## config.mk

```make
export PLATFORM = sky130hd
export DESIGN_NAME = lsu_sram_master
export DESIGN_NICKNAME = d
export VERILOG_FILES = /design/src/rtl/lsu_sram_master.sv
export SDC_FILE = /design/constraint.sdc
export NUM_CORES = 1
export LEC_CHECK = 0
export CAP_MARGIN = 30
export CORE_MARGIN = 4
export CORE_UTILIZATION = 42
export CTS_BUF_LIST = sky130_fd_sc_hd__clkbuf_4 sky130_fd_sc_hd__clkbuf_8
export DETAILED_ROUTE_END_ITERATION = 8
export GPL_ROUTABILITY_DRIVEN = 0
export PLACE_DENSITY = 0.83
export RECOVER_POWER = 100
export SKIP_LAST_GASP = 1
export SLEW_MARGIN = 40
export SYNTH_ARGS = -nofsm -noshare
export SYNTH_HDL_FRONTEND = slang
export SYNTH_SLANG_ARGS = --single-unit
```

## constraint.sdc

```tcl
create_clock -name clk -period 2.46 [get_ports clk]
set_input_delay 0.492 -clock clk [delete_from_list [all_inputs] [get_ports clk]]
set_output_delay 0.492 -clock clk [all_outputs]
set_load 0.01 [all_outputs]
```

## src/rtl/lsu_sram_master.sv

```systemverilog
// Data-side load/store initiator for a synchronous single-port SRAM.
// One request in flight: builds lane enables/data for stores, aligns and extends load data.
module lsu_sram_master #(
  parameter logic [32:0] MEM_BYTES = 33'h0_0400_0000
) (
  input  logic        clk,
  input  logic        rst_n,
  input  logic        i_req_valid,
  output logic        o_req_ready,
  input  logic        i_req_we,
  input  logic [1:0]  i_req_size,
  input  logic        i_req_unsigned,
  input  logic [31:0] i_req_addr,
  input  logic [31:0] i_req_wdata,
  output logic        o_rsp_valid,
  output logic [31:0] o_rsp_rdata,
  output logic        o_rsp_err,
  output logic        o_sram_cen,
  output logic        o_sram_wen,
  output logic [3:0]  o_sram_ben,
  output logic [31:0] o_sram_addr,
  output logic [31:0] o_sram_din,
  input  logic [31:0] i_sram_dout
);

  localparam int unsigned DW = 32;
  localparam int unsigned LANES = DW / 8;

  typedef enum logic [1:0] {S_IDLE, S_ACCESS, S_RDWAIT, S_FAULT} state_t;

  state_t             r_state;
  logic               r_ready;
  logic               r_rsp_valid;
  logic               r_rsp_err;
  logic               r_cen;
  logic               r_wen;
  logic [LANES-1:0]   r_ben;
  logic [DW-1:0]      r_addr;
  logic [DW-1:0]      r_din;
  logic [1:0]         r_off;
  logic [1:0]         r_size;
  logic               r_uns;
  logic               r_we;

  logic               w_fault;
  logic [LANES-1:0]   w_st_ben;
  logic [DW-1:0]      w_st_din;
  logic [15:0]        w_lo;
  logic [DW-1:0]      w_rdata;

  // Request decode: fault detection and store lane/data replication
  always_comb begin
    w_fault = (i_req_size == 2'b11)
            | ((i_req_size == 2'b01) & i_req_addr[0])
            | ((i_req_size == 2'b10) & (|i_req_addr[1:0]))
            | ({1'b0, i_req_addr} >= MEM_BYTES);
    w_st_ben = '0;
    w_st_din = i_req_wdata;
    case (i_req_size)
      2'b00: begin
        w_st_din = {4{i_req_wdata[7:0]}};
        w_st_ben = ~(4'b0001 << i_req_addr[1:0]);
      end
      2'b01: begin
        w_st_din = {2{i_req_wdata[15:0]}};
        w_st_ben = i_req_addr[1] ? 4'b0011 : 4'b1100;
      end
      default: ;
    endcase
  end

  // Load alignment and extension, combinational from the SRAM read port
  always_comb begin
    w_lo    = 16'(i_sram_dout >> {r_off, 3'b000});
    w_rdata = '0;
    if (r_state == S_RDWAIT) begin
      case (r_size)
        2'b00:   w_rdata = {{24{~r_uns & w_lo[7]}}, w_lo[7:0]};
        2'b01:   w_rdata = {{16{~r_uns & w_lo[15]}}, w_lo[15:0]};
        default: w_rdata = i_sram_dout;
      endcase
    end
  end

  always_ff @(posedge clk or negedge rst_n) begin
    if (!rst_n) begin
      r_state     <= S_IDLE;
      r_ready     <= 1'b1;
      r_rsp_valid <= 1'b0;
      r_rsp_err   <= 1'b0;
      r_cen       <= 1'b1;
      r_wen       <= 1'b1;
      r_ben       <= '1;
      r_addr      <= '0;
      r_din       <= '0;
      r_off       <= '0;
      r_size      <= '0;
      r_uns       <= 1'b0;
      r_we        <= 1'b0;
    end else begin
      r_rsp_valid <= 1'b0;
      r_rsp_err   <= 1'b0;
      case (r_state)
        S_IDLE: begin
          if (i_req_valid) begin
            r_off   <= i_req_addr[1:0];
            r_size  <= i_req_size;
            r_uns   <= i_req_unsigned;
            r_we    <= i_req_we;
            r_ready <= 1'b0;
            if (w_fault) begin
              r_state     <= S_FAULT;
              r_rsp_valid <= 1'b1;
              r_rsp_err   <= 1'b1;
            end else begin
              r_state <= S_ACCESS;
              r_cen   <= 1'b0;
              r_wen   <= ~i_req_we;
              r_addr  <= {i_req_addr[31:2], 2'b00};
              r_ben   <= i_req_we ? w_st_ben : '0;
              if (i_req_we) begin
                r_din       <= w_st_din;
                r_rsp_valid <= 1'b1;
              end
            end
          end
        end
        S_ACCESS: begin
          r_cen <= 1'b1;
          r_wen <= 1'b1;
          r_ben <= '1;
          if (r_we) begin
            r_state <= S_IDLE;
            r_ready <= 1'b1;
          end else begin
            r_state     <= S_RDWAIT;
            r_rsp_valid <= 1'b1;
          end
        end
        default: begin
          r_state <= S_IDLE;
          r_ready <= 1'b1;
        end
      endcase
    end
  end

  assign o_req_ready = r_ready;
  assign o_rsp_valid = r_rsp_valid;
  assign o_rsp_err   = r_rsp_err;
  assign o_rsp_rdata = w_rdata;
  assign o_sram_cen  = r_cen;
  assign o_sram_wen  = r_wen;
  assign o_sram_ben  = r_ben;
  assign o_sram_addr = r_addr;
  assign o_sram_din  = r_din;

endmodule

```

# ---- After elaboration in Yosys (flattened, before gate mapping)
# Cells that the tools add are included.
dict set report totals {
  register_bits 79
  elab_cells 76
  in_bits 103
}
dict set report classes {
  mux 30
  bitwise 11
  n_eq_ne 9
  shift 2
  reduce_logical 10
  magnitude_cmp 1
}
# cell count
set op_table {}
lappend op_table {{one-hot mux 32 bit (2 select lines)} 2}
lappend op_table {{greater-or-equal comparator 32 x 27 -> 1 bit, second input constant} 1}
lappend op_table {{two-way mux 32 bit} 1}
lappend op_table {{>> shifter 32 x 5 -> 16 bit} 1}
lappend op_table {{two-way mux 4 bit} 4}
lappend op_table {{one-hot mux 4 bit (2 select lines)} 2}
lappend op_table {{two-way mux 1 bit} 13}
lappend op_table {{one-hot mux 1 bit (2 select lines)} 4}
lappend op_table {{equality test 2 x 1 -> 1 bit, second input constant} 3}
lappend op_table {{equality test 2 bit, second input constant} 3}
lappend op_table {{zero test 2 bit} 3}
lappend op_table {{two-way mux 2 bit} 3}
lappend op_table {{inequality test 2 bit, second input constant} 3}
lappend op_table {{AND reduction 3 bit} 2}
lappend op_table {{bitwise AND 1 bit} 4}
lappend op_table {{inverter 4 bit} 1}
lappend op_table {{one-hot mux 2 bit (2 select lines)} 1}
lappend op_table {{AND reduction 2 bit} 2}
lappend op_table {{AND reduction 4 bit} 1}
lappend op_table {{<< shifter 1 x 2 -> 4 bit, first input constant} 1}
lappend op_table {{inverter 1 bit} 3}
lappend op_table {{OR 1 bit} 3}
lappend op_table {{nonzero test 2 bit} 1}
lappend op_table {{OR reduction 2 bit} 1}

# ---- Depth between registers and ports, before layout
# Gate-level depths: netlist (run 1).
dict set report depth {
  ltp_word 8
  ltp_mapped 6
  depth_no_buf 4
}

# ---- Worst setup path before layout (run 1)
# OpenSTA, ideal clock, no wires.
dict set report synth_timing {
  path_kind {register to output}
  from {register r_off[1]}
  to {output o_rsp_rdata[10]}
  stages_incl_launch_ff 7
  setup_slack_ps 305
  t_required_ps 1968
  n_path_buf 2
  arrival_time_ps 1663
  path_cell_list {dfrtp_1 > buf_2 > mux2i_1 > mux2_2 > or4_1 > clkbuf_1 > a21oi_1}
}
dict set report synth_between {
  elab_chain_cells 4
}
# element line
set synth_lines {}
lappend synth_lines {{from (decl)} 40} ;# logic [1:0] r_off;
lappend synth_lines {{from (signal assigned)} 106} ;# r_off <= i_req_addr[1:0];
lappend synth_lines {{>> shifter 32 x 5 -> 16 bit (*)} 74} ;# w_lo = 16'(i_sram_dout >> {r_off, 3'b000});
lappend synth_lines {{bitwise AND 1 bit} 78} ;# 2'b00: w_rdata = {{24{~r_uns & w_lo[7]}}, w_lo[7:0]};
lappend synth_lines {{one-hot mux 32 bit (2 select lines) (*)} 77} ;# case (r_size)
lappend synth_lines {{two-way mux 32 bit (*)} 76} ;# if (r_state == S_RDWAIT) begin
lappend synth_lines {{to (decl)} 16} ;# output logic [31:0] o_rsp_rdata,
# Every way passes the cells marked *; elsewhere a longest branch is shown, timed or not.

# ---- Worst setup path after layout (run 1)
dict set report layout_timing {
  from {register r_off[1]}
  to {output o_rsp_rdata[11]}
}
# The elaborated chain is that of the path after synthesis.

==> results of run 1 <==
## registers in the layout, indices dropped and copies added, names as in the netlist
name	cells
r_state	2
r_uns	1
r_off	2
o_sram_ben	4
o_rsp_err	1
r_size	2
o_sram_wen	1
o_sram_din	32
o_rsp_valid	1
o_sram_addr	30
o_sram_cen	1
r_we	1
o_req_ready	1
## worst max-delay path: stages (launching register included)
cell and delay (ns):
dfrtp_2 0.46, mux2i_1 0.15, mux2_2 0.28, or4_4 0.60, a21oi_2 0.17, buf_2 0.14
## final timing paths
check	startpoint	to	slack (ns)
setup / recovery	r_off[1]$_DFFE_PN0P_	o_rsp_rdata[11]	-0.17
hold / removal	o_sram_cen$_DFFE_PN1P_	o_sram_cen$_DFFE_PN1P_	0.47
hold reg to reg	o_sram_cen$_DFFE_PN1P_	o_sram_cen$_DFFE_PN1P_	0.47
min in group asynchronous	rst_n	o_sram_addr[23]$_DFFE_PN0P_	0.71
max in group asynchronous	rst_n	o_sram_addr[12]$_DFFE_PN0P_	0.30
setup reg to reg	r_state[0]$_DFFE_PN0N_	o_sram_addr[12]$_DFFE_PN0P_	0.68
## kinds of logic after synthesis
family,share of synthesized area
buf+inv,0.03863
simple gates,0.09336
mux,0.2687
flops,0.4644
xor+xnor,0.002049
compound gates,0.1320
other cells,0.0008771
## metal layers
| layer | up-vias | share of wire | global-route usage |
|---|---|---|---|
| li1 | 1788 | - | - |
| met1 | 1837 | 0.37 | 0.2405 |
| met2 | 193 | 0.49 | 0.3636 |
| met3 | 33 | 0.11 | 0.08171 |
| met4 | 0 | 0.033 | 0.1028 |
| met5 | - | 0 | 0 |
## cell type report
class / instances / area share
well taps: 133 / 0.02467
flip-flops and latches: 79 / 0.2946
inverters: 2 / 0.001113
multi-input cells: 272 / 0.3265
repair buffers: 235 / 0.3205
clock inverters: 5 / 0.01206
clock buffers: 11 / 0.02059
## per-stage QoR
step / cell area [µm²] / worst slack (ns) / total power, W
floorplan: 4279 / 0.3054 / 0.002738
global placement: 6606 / -0.6209 / 0.003741
detailed placement: 6606 / -0.6833 / 0.003787
CTS: 6766 / -0.2063 / 0.004836
global route: 6745 / -0.2616 / 0.005082
finish: 6745 / -0.1737 / 0.004795
## placed cells by master (no fill, tap or decap), drive strengths merged, types with 2 or more instances in the layout
master	instances
a21o	15
a21oi	36
and2	7
buf	49
bufinv	2
clkbuf	17
clkdlybuf4s50	96
conb	2
dfrtp	72
dfstp	7
dlygate4sd2	8
dlygate4sd3	72
dlymetal6s2s	3
inv	3
mux2	78
mux2i	18
nand2	33
nand2b	3
nor2	22
nor2b	9
nor3	2
o211ai	6
o21ai	22
o21bai	2
o221a	7
## what timing repair did
item,CTS,global route
endpoints found under the setup margin,32,30
gates resized for setup,124,9
endpoints found under the hold margin,0,0
pin swaps,1,3
cloned,0,0
buffers inserted,1,0
## report_power, final
part	internal [W]	switching (W)
registers	0.00145	0.0000983
logic	0.00106	0.00112
clock network	0.000597	0.000470
==> summary.txt, run 1 <==
Synth
  • Area share of the largest cell type after synthesis: 0.4214
  • Synth top area cells: dfrtp_1 42%, mux2_2 14%, mux2_4 8.4%
  • Post-synth design cell area: 4275 µm²
  • Asr flop ratio synth: 1.000
  • Most frequent cell after synthesis: dfrtp_1
  • Most frequent cells after synthesis: 72 x dfrtp_1, 53 x mux2_2, 36 x a21oi_1, 33 x nand2_1, 24 x mux2_4
  • Post-Synthesis Cells: 384
  • Count of different cell masters after synthesis: 36
  • Synth Flop Type: dfrtp_1
  • #FFs+latches synth: 79
  • Syn Area/Cell: 11.13 µm²
  • Syn. warnings: 0
  • Area leader, netlist: dfrtp_1
  • Sequential fraction of the synthesis area: 0.4644
  • Post-synth EDFFs: 0

Critical path
  • Reg2reg path depth: 4
  • Worst endpoint required time: 1.97 ns
  • Worst setup SP type: flip-flop
  • Arrival time at the worst endpoint: 2.14 ns
  • Worst-path maximum fanout: 8
  • Critical path class: reg -> out
  • CP endpoint kind: output port

Route
  • Routed len/inst: 17.38 µm
  • 1st-pass router iterations: 4
  • Final wirelength: 12810 µm
  • Via count: 3851
  • Initial DRC count: 281
  • Average vias per placed instance: between 5 and 6
  • DRC errors left: 0
  • Routed Antenna Nets: 0

STA
  • Worst hold slack: 0.4712 ns
  • Fmax: 379.7 MHz
  • # setup viols final: between 50 and 60
  • Final Max Slew Viols: 40
  • Slew @ Worst Pin: 2.024 ns
  • Worst clock skew: 0.01016 ns
  • RSZ-0062 raised after global routing: yes
  • Slew Limit Headroom: -0.3493
  • Setup TNS: -1.713 ns
  • Final Cycle Share: 1.071
  • PnR worst setup slack: -0.1737 ns
  • Fin. Hold Viols: 0
  • Crit path time final: 2.634 ns

Die
  • Top-Level Pins: 208
  • Chip height: 108.9 µm
  • Floorplan row count: 36
  • Initial Utilization: 0.4334
  • Total core area: 9864 µm²
  • DIE AREA: 11860 µm²
  • Die extent in x: 108.9 µm

CTS
  • Longest Clk Path Bufs: 2
  • TritonCTS buffer count: 9
  • # hold bufs at CTS: 0
  • CTS tree: done
  • Clock sink total: 79
  • CTS Root Cell: clkbuf_8
  • H-tree Lvls: 3
  • CTS clk-pin slew, worst paths: 0.07 ns
  • Clk_lat worst skew: 0.35 ns

Layout
  • Multi-input combinational cell area: 2202 µm²
  • Final Non-Filler Cells: 737
  • Fill cells: about 750
  • Nets: between 700 and 800
  • Sequential Area: ~2000 µm²
  • Area growth syn-to-layout: 57.77%
  • Util after Layout: 0.6838
  • Layout cell share with drive strength beyond 1: 0.2930
  • ANT cells: 0

Global route
  • Initial antenna violation count: 0
  • Total congestion overflow: 0
  • First-pass GRT wire length: 20150 µm
  • Largest net degree at the start of global routing: 42
  • Number of global-route vias before repair: 4087
  • Total GRT Usage: 0.2160

Power and ir drop
  • PwrDens: 710.9 nW/µm²
  • Leak: approximately 3.4 nW
  • Maximum vdd drop: 408.3 µV

Outcome
  • Failing checks: max-capacitance violations, max-slew violations, negative setup slack
  • Status: complete, but fails checks

Job
  • Max-cap violations: 1

Min path
  • Hold Path Depth: 2
  • Hold/Removal Path Class: reg -> reg

Placed design
  • Post-DP HPWL: 9749 µm
  • Placed cells: 721
  • I/O Buffers: 205
(Power assumes the default switching activity.)
==> run 2, diff against run 1 <==
- CTS_CLUSTER_SIZE: not set -> 10
- GPL_ROUTABILITY_DRIVEN: 0 -> not set
==> results of run 2 <==
Same layout as run 1: the final DEF is identical, and so are final timing and power.
==> run 3, diff against run 2 <==
- CORE_UTILIZATION: 42 -> 38
- PLACE_DENSITY: 0.83 -> 0.79
- clock period: 2.46 -> 2.2 ns (I/O delays scaled with it)
==> run 3 against run 2 <==
The run still ends with max-capacitance violations, max-slew violations, negative setup slack left; worst hold slack improved by 0.0032 ns; register-to-register slack got worse by 0.47 ns; critical path depth unchanged; die area increased by 9.7%; total power increased by 17%; cell count increased by 3.4%; via count increased by 2.2%; clock power decreased by 9.8%; global-route usage decreased by 0.96 points; cell area increased by 4.6%.
==> summary.txt, run 3 (synthesized netlist as in run 1, its figures left out) <==
Power and ir drop
  • Register share of total power: 0.309 (was 0.322)
  • Comb pwr share: 0.518 (was 0.456)
  • Net load switching power: 0.002082 W (was 0.001691 W)
  • Leak: 3.525 nW (was 3.401 nW)
  • Switching part of the total: 0.3723 (was 0.3527)
  • Internal: 0.003510 W (was 0.003104 W)
  • PwrDens: 792.8 nW/µm² (was 710.9 nW/µm²)
  • Clock power frac: 0.173 (was 0.222)
  • Maximum vdd drop: 567.7 µV (was 408.3 µV)

CTS
  • TritonCTS buffer count: 9 (unchanged)
  • H-tree Lvls: 3 (unchanged)
  • CTS clk-pin slew, worst paths: 0.07 ns (about the same)
  • Clock sink total: 79 (unchanged)
  • CTS tree: done (unchanged)
  • Longest Clk Path Bufs: 2 (unchanged)
  • Clk_lat worst skew: 0.36 ns (was 0.35 ns)
  • CTS Root Cell: clkbuf_8 (unchanged)

Die
  • Floorplan row count: 38 (was 36)
  • Top-Level Pins: 208 (unchanged)
  • Total core area: 10940 µm² (was 9864 µm²)
  • DIE AREA: 13010 µm² (was 11860 µm²)
  • Die extent in x: 114.1 µm (was 108.9 µm)
  • Initial Utilization: 0.3910 (was 0.4334)
  • Chip height: 114.1 µm (was 108.9 µm)

Global route
  • First-pass GRT wire length: 21230 µm (was 20150 µm)
  • Largest net degree at the start of global routing: 45 (was 42)
  • Initial antenna violation count: 3 (was 0)
  • Total congestion overflow: 0 (unchanged)
  • Total GRT Usage: 0.2064 (was 0.2160)
  • Number of global-route vias before repair: 4099 (was 4087)

Route
  • Average vias per placed instance: 5.165 (was 5.225)
  • Routed Antenna Nets: 0 (unchanged)
  • Via count: 3936 (was 3851)
  • Routed len/inst: 18.53 µm (was 17.38 µm)
  • Final wirelength: 14120 µm (was 12810 µm)
  • 1st-pass router iterations: 4 (unchanged)
  • DRC errors left: 0 (unchanged)
  • Initial DRC count: 190 (was 281)

Outcome
  • Status: complete, but fails checks (unchanged)
  • Failing checks: max-capacitance violations, max-slew violations, negative setup slack (unchanged)

Placed design
  • I/O Buffers: 205 (unchanged)
  • Post-DP HPWL: 10210 µm (was 9749 µm)
  • Gp weighted congestion: 0.9173 (was 0.8543)

STA
  • Final Max Slew Viols: 37 (was 40)
  • Fin. Hold Viols: 0 (unchanged)
  • Crit path time final: approximately 2.6 ns
  • Worst clock skew: 0.006688 ns (was 0.01016 ns)
  • Slew @ Worst Pin: 2.003 ns (was 2.024 ns)
  • Worst hold slack: 0.4744 ns (was 0.4712 ns)
  • PnR worst setup slack: -0.3783 ns (was -0.1737 ns)
  • RSZ-0062 raised after global routing: yes (unchanged)
  • Fmax: 387.9 MHz
  • Slew Limit Headroom: -0.3351 (was -0.3493)
  • Final Cycle Share: 1.172
  • # setup viols final: 78 (was 53)

Layout
  • Commonest non-fill, non-tap cells in the layout: 91 x clkdlybuf4s50_1, 73 x dlygate4sd3_1, 71 x dfrtp_1 (was 96 x clkdlybuf4s50_1, 72 x dlygate4sd3_1, 71 x dfrtp_1)
  • Most common cell after layout, fill and taps aside: clkdlybuf4s50_1 (unchanged)
  • Nets: 719 (was 702)
  • Area growth syn-to-layout: 64.97% (was 57.77%)
  • Max reg flops: 32 (unchanged)
  • Util after Layout: 0.6450 (was 0.6838)
  • Layout cell share with drive strength beyond 1: 0.3565 (was 0.2930)

Job
  • Max-cap violations: 1 (unchanged)

Critical path
  • CP endpoint kind: output port (unchanged)
  • Arrival time at the worst endpoint: 2.14 ns (about the same)
  • Critical path class: reg -> out (unchanged)
  • Worst-path maximum fanout: 14 (was 8)
  • Worst setup SP type: flip-flop (unchanged)
  • Worst endpoint required time: 1.76 ns (was 1.97 ns)

Min path
  • Hold/Removal Path Class: reg -> reg (unchanged)
==> run 3: changes by cell type in the layout (fill, tap and decap cells not counted), sizes merged, moves of 3 or more <==
cell and delta:
buf +16, clkdlybuf4s50 -5, clkinv +3, dlygate4sd2 -3, dlymetal6s2s +4
==> run 3: critical path, cell delays in order (launching register included) <==
cell and delay, ns:
dfrtp_2 0.43, buf_8 0.20, mux2i_2 0.30, a21oi_2 0.12, o221a_2 0.26, clkdlybuf4s50_1 0.48
==> run 3: final timing paths <==
check / from / endpoint / slack, ns / cells past startpoint
min reg2reg: o_sram_cen$_DFFE_PN1P_ / o_sram_cen$_DFFE_PN1P_ / 0.47 / 2
min in group asynchronous: rst_n / o_sram_addr[2]$_DFFE_PN0P_ / 0.64 / 1
max reg2reg: r_state[0]$_DFFE_PN0N_ / o_sram_addr[9]$_DFFE_PN0P_ / 0.21 / 5
min: o_sram_cen$_DFFE_PN1P_ / o_sram_cen$_DFFE_PN1P_ / 0.47 / 2
max: r_off[1]$_DFFE_PN0P_ / o_rsp_rdata[5] / -0.38 / 5
max in group asynchronous: rst_n / r_off[1]$_DFFE_PN0P_ / 0.25 / 1
==> run 3: repair_timing <==
action,CTS,global route
endpoints found under the setup margin,32,59
cloned,2,2
pin swaps,10,18
hold buffers,0,0
resized for setup,143,39
setup buffers,5,2
==> run 3: per-stage QoR <==
stage                     TNS [ns]  area [µm²]  instances  worst slack (ns)  power, W
after floorplan                  0        4279        385           0.09736  0.003062
after global placement      -36.59        6688        736           -0.9183  0.004256
after detailed placement    -36.89        6688        736           -0.9604  0.004296
after CTS                   -9.163        6907        758           -0.4431  0.005464
after global routing        -18.83        7053        762           -0.4242  0.005919
final                       -10.15        7053        762           -0.3783  0.005592
==> run 3: cell type report <==
cell class	count	area (µm²)
diodes	2	5.005
clock buffers	10	137.6
clock inverters	5	35.03
fillers	875	3882
inverters	2	7.507
multi-input cells	272	2321
flip-flops and latches	79	1987
well taps	140	175.2
repair buffers	252	2385
==> run 3: layer usage <==
metal	wire, µm	GRT usage	vias to the layer above
met4	454	0.09501	2
met5	13	0	-
met1	5446	0.2363	1897
li1	-	-	1824
met3	1139	0.05920	34
met2	7068	0.3560	179
==> run 3: power by group through the flow <==
stage	Combinational, W	Clock [W]	Sequential [W]
6_report	0.00290	0.000965	0.00173
3_3_place_gp	0.00252	0	0.00174
4_1_cts	0.00274	0.000992	0.00173
2_1_floorplan	0.00130	0	0.00176
5_1_grt	0.00312	0.00106	0.00175
3_5_place_dp	0.00255	0	0.00174
